===== src/rtl/level_fb_pkg.sv =====
// Shared framebuffer constants and writer state encoding for the level image RAM.
package level_fb_pkg;

  localparam int unsigned FB_WIDTH  = 640;
  localparam int unsigned FB_HEIGHT = 480;
  localparam int unsigned FB_ADDR_W = 20;
  localparam int unsigned FB_DATA_W = 9;
  localparam int unsigned FB_DIM_W  = 6;

  // Request coordinate widths (column 0..1023, row 0..511 on the port).
  localparam int unsigned X_W = 10;
  localparam int unsigned Y_W = 9;

  typedef enum logic [1:0] {
    S_IDLE  = 2'd0,
    S_CLIP  = 2'd1,
    S_WRITE = 2'd2,
    S_DONE  = 2'd3
  } state_e;

endpackage


===== src/rtl/level_rect_writer.sv =====
// Rectangle-fill writer: clips a request to the screen and emits one pixel
// write per blanking cycle into the level image RAM (addr = x + WIDTH*y).
module level_rect_writer
  import level_fb_pkg::*;
#(
  parameter int unsigned WIDTH  = FB_WIDTH,
  parameter int unsigned HEIGHT = FB_HEIGHT,
  parameter int unsigned ADDR_W = FB_ADDR_W,
  parameter int unsigned DATA_W = FB_DATA_W,
  parameter int unsigned DIM_W  = FB_DIM_W
) (
  input  logic              clk,
  input  logic              reset,
  input  logic              req_valid_i,
  output logic              req_ready_o,
  input  logic [X_W-1:0]    req_x_i,
  input  logic [Y_W-1:0]    req_y_i,
  input  logic [DIM_W-1:0]  req_w_i,
  input  logic [DIM_W-1:0]  req_h_i,
  input  logic [DATA_W-1:0] req_color_i,
  input  logic              blank_i,
  output logic              wr_en_o,
  output logic [ADDR_W-1:0] wr_addr_o,
  output logic [DATA_W-1:0] wr_data_o,
  output logic              busy_o,
  output logic              done_o
);

  // One extra bit so x+w and y+h never wrap before clipping.
  localparam int unsigned XE_W = X_W + 1;
  localparam int unsigned YE_W = Y_W + 1;

  state_e              state_q, state_d;
  logic [X_W-1:0]      x_q, x_d;
  logic [Y_W-1:0]      y_q, y_d;
  logic [DIM_W-1:0]    w_q, w_d, h_q, h_d;
  logic [DATA_W-1:0]   color_q, color_d;
  logic [XE_W-1:0]     x_end_q, x_end_d, col_q, col_d;
  logic [YE_W-1:0]     y_end_q, y_end_d, row_q, row_d;
  logic [ADDR_W-1:0]   row_base_q, row_base_d, addr_q, addr_d;
  logic                req_ready_q, req_ready_d;
  logic                wr_en_q, wr_en_d;
  logic [ADDR_W-1:0]   wr_addr_q, wr_addr_d;
  logic [DATA_W-1:0]   wr_data_q, wr_data_d;
  logic                busy_q, busy_d;
  logic                done_q, done_d;
  logic                accept;
  logic [XE_W-1:0]     x_sum;
  logic [YE_W-1:0]     y_sum;

  // State register.
  always_ff @(posedge clk) begin
    if (reset) state_q <= S_IDLE;
    else       state_q <= state_d;
  end

  // Next-state, clipping, address stepping and registered-output values.
  always_comb begin
    state_d     = state_q;
    x_d         = x_q;
    y_d         = y_q;
    w_d         = w_q;
    h_d         = h_q;
    color_d     = color_q;
    x_end_d     = x_end_q;
    y_end_d     = y_end_q;
    col_d       = col_q;
    row_d       = row_q;
    row_base_d  = row_base_q;
    addr_d      = addr_q;
    wr_en_d     = 1'b0;
    wr_addr_d   = wr_addr_q;
    wr_data_d   = wr_data_q;
    done_d      = 1'b0;
    accept      = (state_q == S_IDLE) && req_valid_i && req_ready_q;
    x_sum       = XE_W'(x_q) + XE_W'(w_q);
    y_sum       = YE_W'(y_q) + YE_W'(h_q);

    case (state_q)
      S_IDLE: begin
        if (accept) begin
          x_d     = req_x_i;
          y_d     = req_y_i;
          w_d     = req_w_i;
          h_d     = req_h_i;
          color_d = req_color_i;
          state_d = S_CLIP;
        end
      end
      S_CLIP: begin
        x_end_d    = (x_sum > XE_W'(WIDTH))  ? XE_W'(WIDTH)  : x_sum;
        y_end_d    = (y_sum > YE_W'(HEIGHT)) ? YE_W'(HEIGHT) : y_sum;
        col_d      = XE_W'(x_q);
        row_d      = YE_W'(y_q);
        row_base_d = ADDR_W'(x_q) + ADDR_W'(y_q) * ADDR_W'(WIDTH);
        addr_d     = row_base_d;
        if ((w_q == '0) || (h_q == '0) ||
            (XE_W'(x_q) >= XE_W'(WIDTH)) || (YE_W'(y_q) >= YE_W'(HEIGHT)))
          state_d = S_DONE;
        else
          state_d = S_WRITE;
      end
      S_WRITE: begin
        // Only write during blanking; otherwise every counter holds.
        if (blank_i) begin
          wr_en_d   = 1'b1;
          wr_addr_d = addr_q;
          wr_data_d = color_q;
          if (col_q == x_end_q - XE_W'(1)) begin
            if (row_q == y_end_q - YE_W'(1)) begin
              state_d = S_DONE;
            end else begin
              col_d      = XE_W'(x_q);
              row_d      = row_q + YE_W'(1);
              row_base_d = row_base_q + ADDR_W'(WIDTH);
              addr_d     = row_base_q + ADDR_W'(WIDTH);
            end
          end else begin
            col_d  = col_q + XE_W'(1);
            addr_d = addr_q + ADDR_W'(1);
          end
        end
      end
      S_DONE: begin
        done_d  = 1'b1;
        state_d = S_IDLE;
      end
      default: state_d = S_IDLE;
    endcase

    busy_d      = (state_d != S_IDLE);
    req_ready_d = (state_q == S_IDLE) && !accept;
  end

  // Datapath and output registers.
  always_ff @(posedge clk) begin
    if (reset) begin
      x_q         <= '0;
      y_q         <= '0;
      w_q         <= '0;
      h_q         <= '0;
      color_q     <= '0;
      x_end_q     <= '0;
      y_end_q     <= '0;
      col_q       <= '0;
      row_q       <= '0;
      row_base_q  <= '0;
      addr_q      <= '0;
      req_ready_q <= 1'b1;
      wr_en_q     <= 1'b0;
      wr_addr_q   <= '0;
      wr_data_q   <= '0;
      busy_q      <= 1'b0;
      done_q      <= 1'b0;
    end else begin
      x_q         <= x_d;
      y_q         <= y_d;
      w_q         <= w_d;
      h_q         <= h_d;
      color_q     <= color_d;
      x_end_q     <= x_end_d;
      y_end_q     <= y_end_d;
      col_q       <= col_d;
      row_q       <= row_d;
      row_base_q  <= row_base_d;
      addr_q      <= addr_d;
      req_ready_q <= req_ready_d;
      wr_en_q     <= wr_en_d;
      wr_addr_q   <= wr_addr_d;
      wr_data_q   <= wr_data_d;
      busy_q      <= busy_d;
      done_q      <= done_d;
    end
  end

  assign req_ready_o = req_ready_q;
  assign wr_en_o     = wr_en_q;
  assign wr_addr_o   = wr_addr_q;
  assign wr_data_o   = wr_data_q;
  assign busy_o      = busy_q;
  assign done_o      = done_q;

endmodule


===== config.mk =====
export PLATFORM = sky130hd
export DESIGN_NAME = level_rect_writer
export DESIGN_NICKNAME = d
export VERILOG_FILES = /design/src/rtl/level_fb_pkg.sv /design/src/rtl/level_rect_writer.sv
export SDC_FILE = /design/constraint.sdc
export NUM_CORES = 1
export LEC_CHECK = 0
export CORE_UTILIZATION = 53
export CTS_CLUSTER_DIAMETER = 50
export DETAILED_ROUTE_END_ITERATION = 8
export GPL_TIMING_DRIVEN = 0
export PLACE_DENSITY = 0.85
export SKIP_CTS_REPAIR_TIMING = 1
export SLEW_MARGIN = 20
export SYNTH_ARGS = -nofsm -noshare
export SYNTH_HDL_FRONTEND = slang
export SYNTH_SLANG_ARGS = --single-unit

===== constraint.sdc =====
create_clock -name clk -period 3.3 [get_ports clk]
set_clock_uncertainty 0.2 [all_clocks]
set_input_delay 0.99 -clock clk [delete_from_list [all_inputs] [get_ports clk]]
set_output_delay 0.99 -clock clk [all_outputs]
set_load 0.01 [all_outputs]

==> results.ini <==
[run_status]
outcome=finished, violations left
violations=negative setup slack

[yosys]
syn_inst=1159
async_reset_ff_share_pct=0
synth_top_area_share_pct=34.6
avgSynthCellArea_um2=7.83
synth_ff_type=dfxtp_1
synth.largest_area_cell=dfxtp_1
synth_seq_cells=157
synth_cell_types=73
synth_area_um2=9080
syn_nets=1246
synth_edf_count=0
ys_top_cells_by_area=dfxtp_1 (35%), nand2_1 (8.0%), a21oi_1 (6.9%), ha_1 (5.4%), xnor2_1 (4.2%)
yosys_warnings=0
ys_seq_area_share_pct=34.6

[worst_setup_path]
cpPeakStageDelay_ps=530
critPathKind=reg2reg
slowest_stage=or4_4
critPathArrivalTime_ps=3440
cp_data_required_time_ps=3400
crit_path_max_fanout=6
crit_path_start_kind=flip-flop
cp_cell_sequence=or4_4, or3_4, a2111oi_4, nand4_4, or2_1, buf_6, o31a_1, buf_6, nor3b_4, nor3_1
crit_top_cell=buf_6
endpoint_kind=flip-flop

[timing]
finalCriticalPeriod_ps=3340
period_share_pct=101
fin_ws_ps=-42.7
slew_violations=0
hold_viol=0
fin_setup_tns_ps=-59.7
fmax_mhz=299
rsz0062_at_grt=yes
whs_ps=254
worst_slew_pin_slew_ps=867
setup_viol=3
relSlewSlack_pct=42.2

[global_routing]
grt_max_degree=17
antenna_found_initial=0
track_usage_pct=31.9
grt_pass1_vias=8776
grt-ovfl-total=0
grt_pass1_wl_mm=44.3

[placed_design]
dp_worst_setup_slack_ps=-606
dp_hpwl_mm=20.2
port-buffer-count=76
gp_congestion=0.978
dp.cells=1455

[drt]
wirelength_mm=29.2
drtAntennaViolNets=0
drt_iter0_markers=1120
num_vias=9579
wl_per_cell_um=19.3
avgViaCountPerCell=6.34
first_pass_iters=6
drc=0

[clocking]
ctsRootBufferMaster=clkbuf_16
clk_transition_reported_paths_ps=70
cts_max_level=4
cts_sinks=157
tritoncts=yes
cts_made_buffers=17
clock_path_buffers=2
clock_latency_ps=450

[layout]
diodes=0
drive_gt1_share_pct=11.5
fin_nets=1365
area_growth_pct=25.4
finish.utilization_pct=68.4
final_cell_count_no_fill=1511

[die]
initial_core_util_pct=54.5
num_io_pins=77
dieArea_um2=17700
die_x_um=133
core-area_um2=16600
fp.dieH_um=133
num_rows=47

[flow_run]
cap_violations=0

[pwr]
power.density_nw_per_um2=684
power.leakage_nw=4.21
ir_drop_v=0.000442

[min_path]
hold_path_class=reg2reg

registers in the layout, summed over array words and instances, names as in the netlist:
signal / count
row_base_q: 20
addr_q: 20
state_q: 2
w_q: 6
busy_o: 1
req_ready_o: 1
x_end_q: 11
x_q: 10
wr_addr_o: 20
wr_data_o: 9
y_end_q: 10
y_q: 9
col_q: 11
h_q: 6
done_o: 1
row_q: 10
wr_en_o: 1
color_q: 9
path summary, 6_finish.rpt:
kind | startpoint | to | slack, ps | cells past startpoint
setup reg to reg | x_end_q[2] | row_base_q[10] | -40 | 10
hold / removal | color_q[2] | wr_data_o[2] | 250 | 2
hold reg to reg | color_q[2] | wr_data_o[2] | 250 | 2
setup / recovery | x_end_q[2] | row_base_q[10] | -40 | 10
metal layers:
metal | wire length, um | global-route usage, %
met1 | 11400 | 39.7
met2 | 13300 | 51.3
met3 | 2830 | 6.97
met4 | 1630 | 17.7
met5 | 0 | 0
Yosys cell counts (10+ instances only):
master      n
or3_1      10
xnor2_1    44
nor4_1     12
inv_1      49
o211ai_1   12
nor3_1     34
dfxtp_1   157
ha_1       39
mux2i_1    25
a22o_1     12
a211oi_1   26
o21a_1     13
a21oi_1   126
nand2_1   193
nor2_1    102
o21ai_0    29
o32ai_1    19
clkbuf_1   44
xor2_1     23
nor2b_1    15
nand4_1    11
nand3_1    22
cells in the final DEF, fill, tap and decap left out, drive strengths merged, types with 9 or more instances in the layout:
cell type      synthesis  routed
a211oi                26      26
a21oi                126     126
a22o                  12      12
and3                   9       9
buf                   17      41
clkbuf                44      62
clkdlybuf4s50          0      76
dfxtp                157     157
ha                    39      39
inv                   49      58
mux2i                 25      25
nand2                193     193
nand3                 22      22
nand4                 12      12
nor2                 103     103
nor2b                 15      15
nor3                  36      36
nor4                  12      12
o211ai                12      12
o21a                  13      13
o21ai                 33      33
o32ai                 19      19
or3                   10      10
xnor2                 44      44
xor2                  23      23
where the power goes:
part	internal (mW)	switching, mW
sequential	2.20	0.439
combinational	1.27	1.79
clock	1.17	0.920
area by class of cell:
class	count	area (um^2)
inverters	49	184
plain buffers	59	310
clock inverters	14	173
fillers	1300	5260
flip-flops and latches	157	3160
multi-input cells	892	5840
repair buffers	102	991
well taps	220	275
clock buffers	18	439
cells by family after synthesis:
family                   share of synthesized area, %
flip-flops                                       34.6
XOR/XNOR                                         6.46
AND/OR/NAND/NOR                                  23.1
AO/OA/AOI/OAI                                    21.3
multiplexers                                     3.25
buffers and inverters                            5.02
adder cells (fa/ha/maj)                          6.26
stage by stage:
stage	area, um^2	power, mW
finish	11400	7.79
global route	11400	8.14
CTS	10700	7.25
detailed placement	10100	5.18
global placement	10100	5.09
floorplan	9080	4.42
critical path, delay by kind of cell (launching register included):
| family | cells | cell delay, ps |
|---|---|---|
| simple gates | 6 | 1560 |
| flops | 1 | 360 |
| buf+inv | 2 | 350 |
| compound gates | 2 | 720 |
No activity file was read; power rests on OpenSTA's default activity.
